<file path="config.mk">
export PLATFORM = sky130hd
export DESIGN_NAME = d_branch_ctrl
export DESIGN_NICKNAME = d
export VERILOG_FILES = /design/src/rtl/d_branch_ctrl_pkg.sv /design/src/rtl/d_fwd_sel.sv /design/src/rtl/d_branch_ctrl.sv
export SDC_FILE = /design/constraint.sdc
export NUM_CORES = 1
export LEC_CHECK = 0
export ABC_AREA = 1
export ABC_CLOCK_PERIOD_IN_PS = 10200
export BUFFER_PORTS_ARGS = -buffer_cell sky130_fd_sc_hd__buf_2
export CAP_MARGIN = 20
export CORE_MARGIN = 3
export CORE_UTILIZATION = 58
export CTS_BUF_LIST = sky130_fd_sc_hd__clkbuf_2 sky130_fd_sc_hd__clkbuf_4 sky130_fd_sc_hd__clkbuf_8
export DETAILED_ROUTE_END_ITERATION = 10
export PLACE_DENSITY = 0.95
export SETUP_SLACK_MARGIN = 0.2
export SLEW_MARGIN = 40
export SYNTH_ARGS = -nofsm -noshare
export SYNTH_HDL_FRONTEND = slang
export SYNTH_SLANG_ARGS = --single-unit
</file>
<file path="constraint.sdc">
create_clock -name i_clk -period 10.2 [get_ports i_clk]
set_input_delay 2.55 -clock i_clk [delete_from_list [all_inputs] [get_ports i_clk]]
set_output_delay 2.55 -clock i_clk [all_outputs]
set_load 0.005 [all_outputs]
</file>
<file path="src/rtl/d_branch_ctrl_pkg.sv">
// d_branch_ctrl_pkg: shared branch-op, forward-select and FSM types plus the per-source hazard depth helper
package d_branch_ctrl_pkg;
    typedef enum logic [2:0] {
        BOP_NONE = 3'b000,
        BOP_BEQ  = 3'b001,
        BOP_BNE  = 3'b010,
        BOP_BLEZ = 3'b011,
        BOP_BGTZ = 3'b100,
        BOP_BLTZ = 3'b101,
        BOP_BGEZ = 3'b110
    } bop_e;

    typedef enum logic [1:0] {
        FWD_RF  = 2'b00,
        FWD_MEM = 2'b01,
        FWD_WB  = 2'b10
    } fwd_sel_e;

    typedef enum logic {
        ST_IDLE = 1'b0,
        ST_WAIT = 1'b1
    } state_e;

    // Stall cycles needed before src can be compared in decode:
    // load in EX -> 2, ALU in EX or load in MEM -> 1, otherwise 0.
    function automatic logic [1:0] hazard_depth(
        input logic       used,
        input logic [4:0] src,
        input logic       ex_wr,
        input logic [4:0] ex_rd,
        input logic       ex_memrd,
        input logic       mem_wr,
        input logic [4:0] mem_rd,
        input logic       mem_memrd
    );
        logic ex_hit;
        logic mem_hit;
        ex_hit  = used && (src != 5'd0) && ex_wr && (ex_rd == src);
        mem_hit = used && (src != 5'd0) && mem_wr && (mem_rd == src);
        return ex_hit ? (ex_memrd ? 2'd2 : 2'd1) : (mem_hit && mem_memrd) ? 2'd1 : 2'd0;
    endfunction
endpackage

</file>
<file path="src/rtl/d_fwd_sel.sv">
// d_fwd_sel: picks the compare-operand source for one register index
//   src/used            : register index and whether the branch reads it
//   mem_wr/mem_rd/mem_memrd : MEM-stage writer (loads cannot forward from MEM)
//   wb_wr/wb_rd         : WB-stage writer
//   sel                 : FWD_RF, FWD_MEM (priority) or FWD_WB
module d_fwd_sel
    import d_branch_ctrl_pkg::*;
(
    input  logic [4:0] src,
    input  logic       used,
    input  logic       mem_wr,
    input  logic [4:0] mem_rd,
    input  logic       mem_memrd,
    input  logic       wb_wr,
    input  logic [4:0] wb_rd,
    output fwd_sel_e   sel
);
    always_comb begin
        sel = (!used || src == 5'd0)                            ? FWD_RF  :
              (mem_wr && !mem_memrd && mem_rd == src)           ? FWD_MEM :
              (wb_wr && wb_rd == src)                           ? FWD_WB  : FWD_RF;
    end
endmodule

</file>
<file path="src/rtl/d_branch_ctrl.sv">
// d_branch_ctrl: decode-stage branch sequencer (hazard stall, operand forwarding, PC redirect, statistics)
//   i_clk, i_rst (async, active high), i_stall_ext (global freeze)
//   i_con_bop, i_rs_addr, i_rt_addr : branch op and compare sources from decode
//   i_ex_* / i_mem_* / i_wb_*       : downstream writers for hazard and forwarding decisions
//   i_con_ifbranch                  : comparator result for o_con_bop this cycle
//   o_con_bop, o_fwd_rs, o_fwd_rt   : comparator op and operand selects
//   o_stall, o_pc_redirect, o_flush_if : pipeline control
//   o_br_cnt, o_taken_cnt           : saturating branch statistics
module d_branch_ctrl
    import d_branch_ctrl_pkg::*;
#(
    parameter int DELAY_SLOT = 1,
    parameter int CNT_W      = 16
) (
    input  logic             i_clk,
    input  logic             i_rst,
    input  logic             i_stall_ext,
    input  logic [2:0]       i_con_bop,
    input  logic [4:0]       i_rs_addr,
    input  logic [4:0]       i_rt_addr,
    input  logic             i_ex_wr,
    input  logic [4:0]       i_ex_rd,
    input  logic             i_ex_memrd,
    input  logic             i_mem_wr,
    input  logic [4:0]       i_mem_rd,
    input  logic             i_mem_memrd,
    input  logic             i_wb_wr,
    input  logic [4:0]       i_wb_rd,
    input  logic             i_con_ifbranch,
    output logic [2:0]       o_con_bop,
    output logic [1:0]       o_fwd_rs,
    output logic [1:0]       o_fwd_rt,
    output logic             o_stall,
    output logic             o_pc_redirect,
    output logic             o_flush_if,
    output logic [CNT_W-1:0] o_br_cnt,
    output logic [CNT_W-1:0] o_taken_cnt
);
    state_e     state, state_nx;
    logic [1:0] cnt, cnt_nx;
    logic [1:0] need_rs, need_rt, need;
    logic       is_br, rt_used, resolve;
    fwd_sel_e   fwd_rs, fwd_rt;

    assign is_br   = (i_con_bop != BOP_NONE) && (i_con_bop != 3'b111);
    assign rt_used = (i_con_bop == BOP_BEQ) || (i_con_bop == BOP_BNE);
    assign need_rs = hazard_depth(is_br, i_rs_addr, i_ex_wr, i_ex_rd, i_ex_memrd,
                                  i_mem_wr, i_mem_rd, i_mem_memrd);
    assign need_rt = hazard_depth(rt_used, i_rt_addr, i_ex_wr, i_ex_rd, i_ex_memrd,
                                  i_mem_wr, i_mem_rd, i_mem_memrd);
    assign need    = (need_rs > need_rt) ? need_rs : need_rt;
    assign resolve = !i_stall_ext && state == ST_IDLE && is_br && need == 2'd0;

    d_fwd_sel u_fwd_rs (
        .src(i_rs_addr), .used(resolve), .mem_wr(i_mem_wr), .mem_rd(i_mem_rd),
        .mem_memrd(i_mem_memrd), .wb_wr(i_wb_wr), .wb_rd(i_wb_rd), .sel(fwd_rs)
    );

    d_fwd_sel u_fwd_rt (
        .src(i_rt_addr), .used(resolve && rt_used), .mem_wr(i_mem_wr), .mem_rd(i_mem_rd),
        .mem_memrd(i_mem_memrd), .wb_wr(i_wb_wr), .wb_rd(i_wb_rd), .sel(fwd_rt)
    );

    assign o_fwd_rs = fwd_rs;
    assign o_fwd_rt = fwd_rt;

    always_ff @(posedge i_clk or posedge i_rst) begin
        if (i_rst) begin
            state       <= ST_IDLE;
            cnt         <= 2'd0;
            o_br_cnt    <= '0;
            o_taken_cnt <= '0;
        end else if (!i_stall_ext) begin
            state <= state_nx;
            cnt   <= cnt_nx;
            if (resolve && !(&o_br_cnt))
                o_br_cnt <= o_br_cnt + CNT_W'(1);
            if (resolve && i_con_ifbranch && !(&o_taken_cnt))
                o_taken_cnt <= o_taken_cnt + CNT_W'(1);
        end
    end

    // The detecting IDLE cycle is the first stall; cnt holds the further
    // stall cycles spent in WAIT, so a branch stalls exactly N cycles in total.
    always_comb begin
        state_nx      = state;
        cnt_nx        = cnt;
        o_stall       = 1'b0;
        o_con_bop     = BOP_NONE;
        o_pc_redirect = 1'b0;
        o_flush_if    = 1'b0;
        if (i_stall_ext) begin
            o_stall = 1'b1;
        end else if (state == ST_WAIT) begin
            o_stall  = 1'b1;
            cnt_nx   = cnt - 2'd1;
            state_nx = (cnt <= 2'd1) ? ST_IDLE : ST_WAIT;
        end else if (is_br && need != 2'd0) begin
            o_stall  = 1'b1;
            cnt_nx   = need - 2'd1;
            state_nx = (need > 2'd1) ? ST_WAIT : ST_IDLE;
        end else if (is_br) begin
            o_con_bop     = i_con_bop;
            o_pc_redirect = i_con_ifbranch;
            o_flush_if    = i_con_ifbranch && (DELAY_SLOT == 0);
        end
    end
endmodule

</file>
## After elaboration in Yosys (flattened, before gate mapping)

Cells that the tools add are included.

- RAM bits: 0
- Memories: 0
- Word-level logic and storage cells: 99
- Output and inout bits: 42
- Latch bits: 0
- Flip-flop bits (word level): 35
- Memory bits (read-only): 0
- Input port bits: 37

- Shift operators: 0
- Multiply operators: 0
- Equal/unequal tests: 9
- Order comparisons: 3
- Reduce and logical (&&, ||, !) cells: 48
- Mux-type cells: 29
- Bitwise operators: 2
- Add/sub/neg operators: 4
- Div/mod/pow operators: 0

Operator list:

| kind | number |
|---|---|
| 16-bit by 1-bit adder with 16-bit output, second input constant | 2 |
| 16-bit AND reduction | 2 |
| 5-bit == test | 6 |
| 1-bit logical AND | 26 |
| 2-bit two-way mux | 12 |
| 1-bit two-way mux | 13 |
| 3-bit two-way mux | 4 |
| 5-bit zero test | 2 |
| 5-bit nonzero test | 2 |
| 1-bit zero test | 6 |
| 2-bit AND reduction | 3 |
| 2-bit nonzero test | 2 |
| 2-bit by 1-bit subtractor with 2-bit output, second input constant | 2 |
| 3-bit by 1-bit == test with 1-bit output, second input constant | 1 |
| 3-bit by 2-bit == test with 1-bit output, second input constant | 1 |
| 1-bit logical OR | 3 |
| 3-bit != test, second input constant | 1 |
| 3-bit nonzero test | 1 |
| 2-bit by 1-bit > comparator with 1-bit output, second input constant | 1 |
| 2-bit > comparator | 1 |
| 2-bit by 1-bit less-or-equal comparator with 1-bit output, second input constant | 1 |
| 2-bit zero test | 1 |
| 1-bit inverter | 2 |

## Depth between registers and ports, before layout

- Word-level depth: 16
- Depth in mapped cells: 27
- Gate-level depth less buffers: 26

## By module

A second synthesis with hierarchy kept.

- Cell total of the unflattened synthesis: 454
- Area, all modules: 2975.4 um^2

Modules (own cells, without submodules):

| module | area an instance (um^2) | times used | sequential area each (um^2) | cells each |
|---|---|---|---|---|
| d_branch_ctrl | 2449.8 | 1 | 875.8 | 324 |
| d_fwd_sel | 262.8 | 2 | 0.0 | 65 |

## Worst setup path after synthesis

No wires, ideal clock.

- Kind: input port to output port
- Start: input port i_rt_addr[3]
- End: output port o_stall
- Setup slack: 2.823 ns
- Data arrival time: 4.827 ns
- Stages: 16
- Path buffers: 1
- Data required time: 7.650 ns
- Cell sequence: clkbuf_1 -> nor2_1 -> nand2_1 -> nor2_1 -> nor2_1 -> nand4_1 -> nand2_1 -> inv_1 -> ha_1 -> a22oi_1 -> nand3_1 -> o21ai_0 -> inv_1 -> ha_1 -> or2_2 -> nand2_1

- Cells in the longest elaborated chain, start to end: 14
- Elaborated cells between the ends (all ways): 18
- Those cells by class: 1 x order compare; 2 x eq/ne; 6 x mux; 9 x reduce/logical

Ends and longest elaborated chain:

| what | line | text |
|---|---|---|
| from (decl) | d_branch_ctrl.sv:20 | `input logic [4:0] i_rt_addr,` |
| 5-bit nonzero test | d_branch_ctrl_pkg.sv:38, d_branch_ctrl_pkg.sv:39 |  |
| 1-bit logical AND | d_branch_ctrl_pkg.sv:38, d_branch_ctrl_pkg.sv:39 |  |
| 1-bit logical AND (2 in a row) | d_branch_ctrl_pkg.sv:39 | `mem_hit = used && (src != 5'd0) && mem_wr && (mem_rd == src);` |
| 1-bit logical AND | d_branch_ctrl_pkg.sv:40 | `return ex_hit ? (ex_memrd ? 2'd2 : 2'd1) : (mem_hit && mem_memrd) ? 2'd1 : 2'd0;` |
| 1-bit two-way mux | d_branch_ctrl_pkg.sv:40 |  |
| 2-bit two-way mux * | d_branch_ctrl_pkg.sv:40 |  |
| 2-bit > comparator | d_branch_ctrl.sv:51 | `assign need = (need_rs > need_rt) ? need_rs : need_rt;` |
| 2-bit two-way mux * | d_branch_ctrl.sv:51 |  |
| 2-bit nonzero test * | d_branch_ctrl.sv:98 | `end else if (is_br && need != 2'd0) begin` |
| 1-bit logical AND * | d_branch_ctrl.sv:98 |  |
| 1-bit two-way mux * | d_branch_ctrl.sv:98 |  |
| 1-bit two-way mux * | d_branch_ctrl.sv:94 | `end else if (state == ST_WAIT) begin` |
| 1-bit two-way mux * | d_branch_ctrl.sv:92 | `if (i_stall_ext) begin` |
| to (decl) | d_branch_ctrl.sv:33 | `output logic o_stall,` |

Every way passes the cells marked *; elsewhere a longest branch is shown, timed or not.

## Final worst setup path

- Start: input port i_con_bop[2]
- End: output port o_fwd_rt[1]

- Cells in the longest elaborated chain, start to end: 16
- Elaborated cells between the ends (all ways): 31
- Those cells by class: 1 x order compare; 3 x eq/ne; 6 x mux; 21 x reduce/logical

Ends and longest elaborated chain:

| what | line | text |
|---|---|---|
| from (decl) | d_branch_ctrl.sv:18 | `input logic [2:0] i_con_bop,` |
| 3-bit != test (tied with other cells) | d_branch_ctrl.sv:45 | `assign is_br = (i_con_bop != BOP_NONE) && (i_con_bop != 3'b111);` |
| 1-bit logical AND or 1-bit logical OR (tied branches) | d_branch_ctrl.sv:45, d_branch_ctrl.sv:46 |  |
| 1-bit logical AND | d_branch_ctrl_pkg.sv:38, d_branch_ctrl_pkg.sv:39 |  |
| 1-bit logical AND (2 in a row) | d_branch_ctrl_pkg.sv:39 |  |
| 1-bit logical AND | d_branch_ctrl_pkg.sv:40 |  |
| 1-bit two-way mux | d_branch_ctrl_pkg.sv:40 |  |
| 2-bit two-way mux | d_branch_ctrl_pkg.sv:40 |  |
| 2-bit > comparator | d_branch_ctrl.sv:51 |  |
| 2-bit two-way mux | d_branch_ctrl.sv:51 |  |
| 2-bit zero test | d_branch_ctrl.sv:52 | `assign resolve = !i_stall_ext && state == ST_IDLE && is_br && need == 2'd0;` |
| 1-bit logical AND | d_branch_ctrl.sv:52 |  |
| 1-bit logical AND * | d_branch_ctrl.sv:60 | `.src(i_rt_addr), .used(resolve && rt_used), .mem_wr(i_mem_wr), .mem_rd(i_mem_rd),` |
| 1-bit zero test * | d_fwd_sel.sv:19 | `sel = (!used \|\| src == 5'd0) ? FWD_RF :` |
| 1-bit logical OR * | d_fwd_sel.sv:19 |  |
| 2-bit two-way mux * | d_fwd_sel.sv:19 |  |
| to (decl) | d_branch_ctrl.sv:32 | `output logic [1:0] o_fwd_rt,` |

Marks and branches as above.

==> metrics.md <==
| Metric | Value |
|---|---|
| Status | `finished, final reports clean` |
| MaxCap Viol Count | `0` |
| M3 GR Usage | `4.46%` |
| Clk buf depth | `2` |
| Number of diodes | `0` |
| Clock latency on the worst-skew pair | `0.29 ns` |
| Async SR Flop Fraction | `100%` |
| Initial antenna violation count | `0` |
| I/O pin count | `79` |
| Congestion Overflow GR | `0` |
| Setup Fix Bufs, Post-CTS | `0` |
| Netlist Area Pre-Place | `2690 um2` |
| Final Setup Violations | `0` |
| First-pass GRT wire length | `10600 um` |
| Critical path arrival | `5.22 ns` |
| Pwr dens | `141 nW/um2` |
| Synth top area cells | `dfrtp_1 33%, nand2_1 14%, xor2_1 8.1%` |
| Crit end category | `primary output` |
| Mapped Nets | `429` |
| Worst path required time | `7.65 ns` |
| WL final | `6520 um` |
| Slew Viols, Final | `0` |
| Syn-to-layout area delta | `19.9%` |
| Final period util | `76.1%` |
| Final hold vios | `0` |
| Multi-input gate area | `1570 um2` |
| Post-DP HPWL | `5180 um` |
| DP Worst Slack | `2.45 ns` |
| Hold-fix buffers, CTS | `0` |
| Post-DP Area | `3140 um2` |
| Initial Utilization | `60.9%` |
| Global placement routability congestion | `0.962` |
| Max FO, Critical Path | `5` |
| Yosys reg bits | `35` |
| Clk slew on worst S/H paths | `0.07 ns` |
| Wire per inst | `12.5 um` |
| R2R Path Start | `o_br_cnt[1]` |
| Met1 usage | `28.9%` |
| Busiest grt layer | `met2` |
| # DRC | `0` |
| Most frequent cells in the layout | `98 x nand2_1, 77 x buf_2, 58 x inv_1` |
| Die Height | `74.1 um` |
| Hold Path Class | `reg -> reg` |
| Unrepaired setup endpoints after global routing | `false` |
| Share of cells above drive strength 1 | `23.1%` |
| Worst setup path class | `in -> out` |
| PortBufs | `77` |
| Critical path startpoint | `i_con_bop[2]` |
| Rows | `24` |
| Die span in x | `74.1 um` |
| Syn_area_per_cell | `7.00 um2` |
| CTS resizes | `0` |
| Predominant post-synthesis flop cell | `dfrtp_1` |
| Antenna viol nets, final | `0` |
| Die ar. | `5490 um2` |
| Initial DRC Count | `124` |
| Worst IR Drop VDD | `0.146 mV` |
| Sequential-to-total area share from yosys stat | `32.6%` |
| Lkg Pwr | `0.00184 uW` |
| Total track usage | `24.4%` |
| Hold_ws | `0.498 ns` |
| Core ar. | `4410 um2` |
| Synth Warn # | `0` |
| Fin worst setup slack | `2.43 ns` |
| Post-synth EDFFs | `0` |
| CTS tree | `built` |
| Vias in the first global route | `2514` |
| Tmin final | `7.77 ns` |
| Max Fclk | `129 MHz` |
| Layout fillers | `369` |
| Met2 GRT Util | `43.7%` |
| Final net count | `512` |
| Vias/cell | `5.29` |
| Drt first pass iters | `4` |
| Final Skew | `0.00419 ns` |
| Distinct cell type count after synthesis | `32` |
| Commonest non-fill, non-tap cell in the layout | `nand2_1` |
| Htree depth | `2` |
| Clock Root Buffer | `clkbuf_8` |
| Pin count of the biggest net entering global routing | `36` |
| Hold_sp | `o_taken_cnt[14]` |
| Post-route cell area | `3220 um2` |
| Clk sink count | `35` |
| Reg area | `876 um2` |
| Setup TNS | `0 ns` |
| Area share of the leading cell type in the synthesized netlist | `32.6%` |
| Power Total | `456 uW` |
| Cts bufs inserted | `5` |
| Via count | `2752` |
| Critical Path Start Type | `primary input` |
| Synth Instances | `384` |
| Yosys top cell by area | `dfrtp_1` |
[Yosys cell counts (2+ instances only)]
cell / n
nand2_4: 2
nor4_1: 3
dfrtp_1: 35
inv_2: 3
nand4_1: 14
a21oi_1: 6
nand3_1: 32
xor2_1: 25
nand2_2: 6
ha_1: 8
inv_1: 58
xnor2_1: 14
nor2_4: 2
nand2_1: 98
nor3_1: 7
nor2_1: 41
o22ai_1: 2
nor2_2: 5
o21ai_0: 10
[cell type report]
class | instances | share of cell area [%]
clock buffer | 7 | 2.60
sequential | 35 | 27.2
clock inverter | 1 | 0.155
tap | 52 | 2.02
inverter | 61 | 7.10
multi-input combinational | 286 | 48.8
timing repair buffer | 78 | 12.2
[flip-flops by register name, indices dropped and copies added, names as in the netlist]
| name | count |
|---|---|
| o_br_cnt | 16 |
| cnt | 2 |
| o_taken_cnt | 16 |
| state | 1 |
[final timing paths]
kind | to | slack [ns] | cells after the start
max | o_fwd_rt[1] | 2.43 | 17
min | o_taken_cnt[14] | 0.50 | 1
max reg2reg | o_br_cnt[14] | 8.32 | 10
min reg2reg | o_taken_cnt[14] | 0.50 | 1
max in group asynchronous | o_taken_cnt[10] | 7.55 | 3
min in group asynchronous | o_br_cnt[7] | 2.34 | 3
[logic make-up (layout without fill, tap and decap cells)]
logic type,after synthesis,count (layout),synth area share [%]
buffers and inverters,63,147,8.93
AO/OA/AOI/OAI,21,21,4.33
other,1,1,0.139
flip-flops,35,35,32.6
AND/OR/NAND/NOR,217,217,37.6
adder cells (fa/ha/maj),8,8,3.72
XOR/XNOR,39,39,12.7
[metrics by stage]
step,utilization (%),std cells
floorplan,-,384
global placement,71.0,512
detailed placement,71.0,512
CTS,73.0,520
global route,73.0,520
finish,73.0,520
[power by group]
part | internal [uW] | switching, uW
Sequential | 169 | 41.4
Combinational | 61.6 | 81.0
Clock | 53.2 | 49.4
Total | 284 | 172
[critical path: stages]
cell	delay (ns)
buf_2	0.11
inv_1	0.14
nand3_1	0.11
nor2_1	0.27
nand4_1	0.23
nand2_1	0.14
inv_1	0.05
ha_1	0.26
a22oi_1	0.26
o21ai_0	0.13
inv_1	0.07
ha_1	0.21
nand2_1	0.09
nor2_1	0.23
nand4_1	0.14
nor2_1	0.10
buf_2	0.11
[per-layer routing]
layer / vias to the layer above / routed length [um]
met5: - / 0
met4: 0 / 138
met3: 16 / 484
met2: 121 / 3240
met1: 1237 / 2660
li1: 1378 / -
Power figures use the tool's default switching activity.
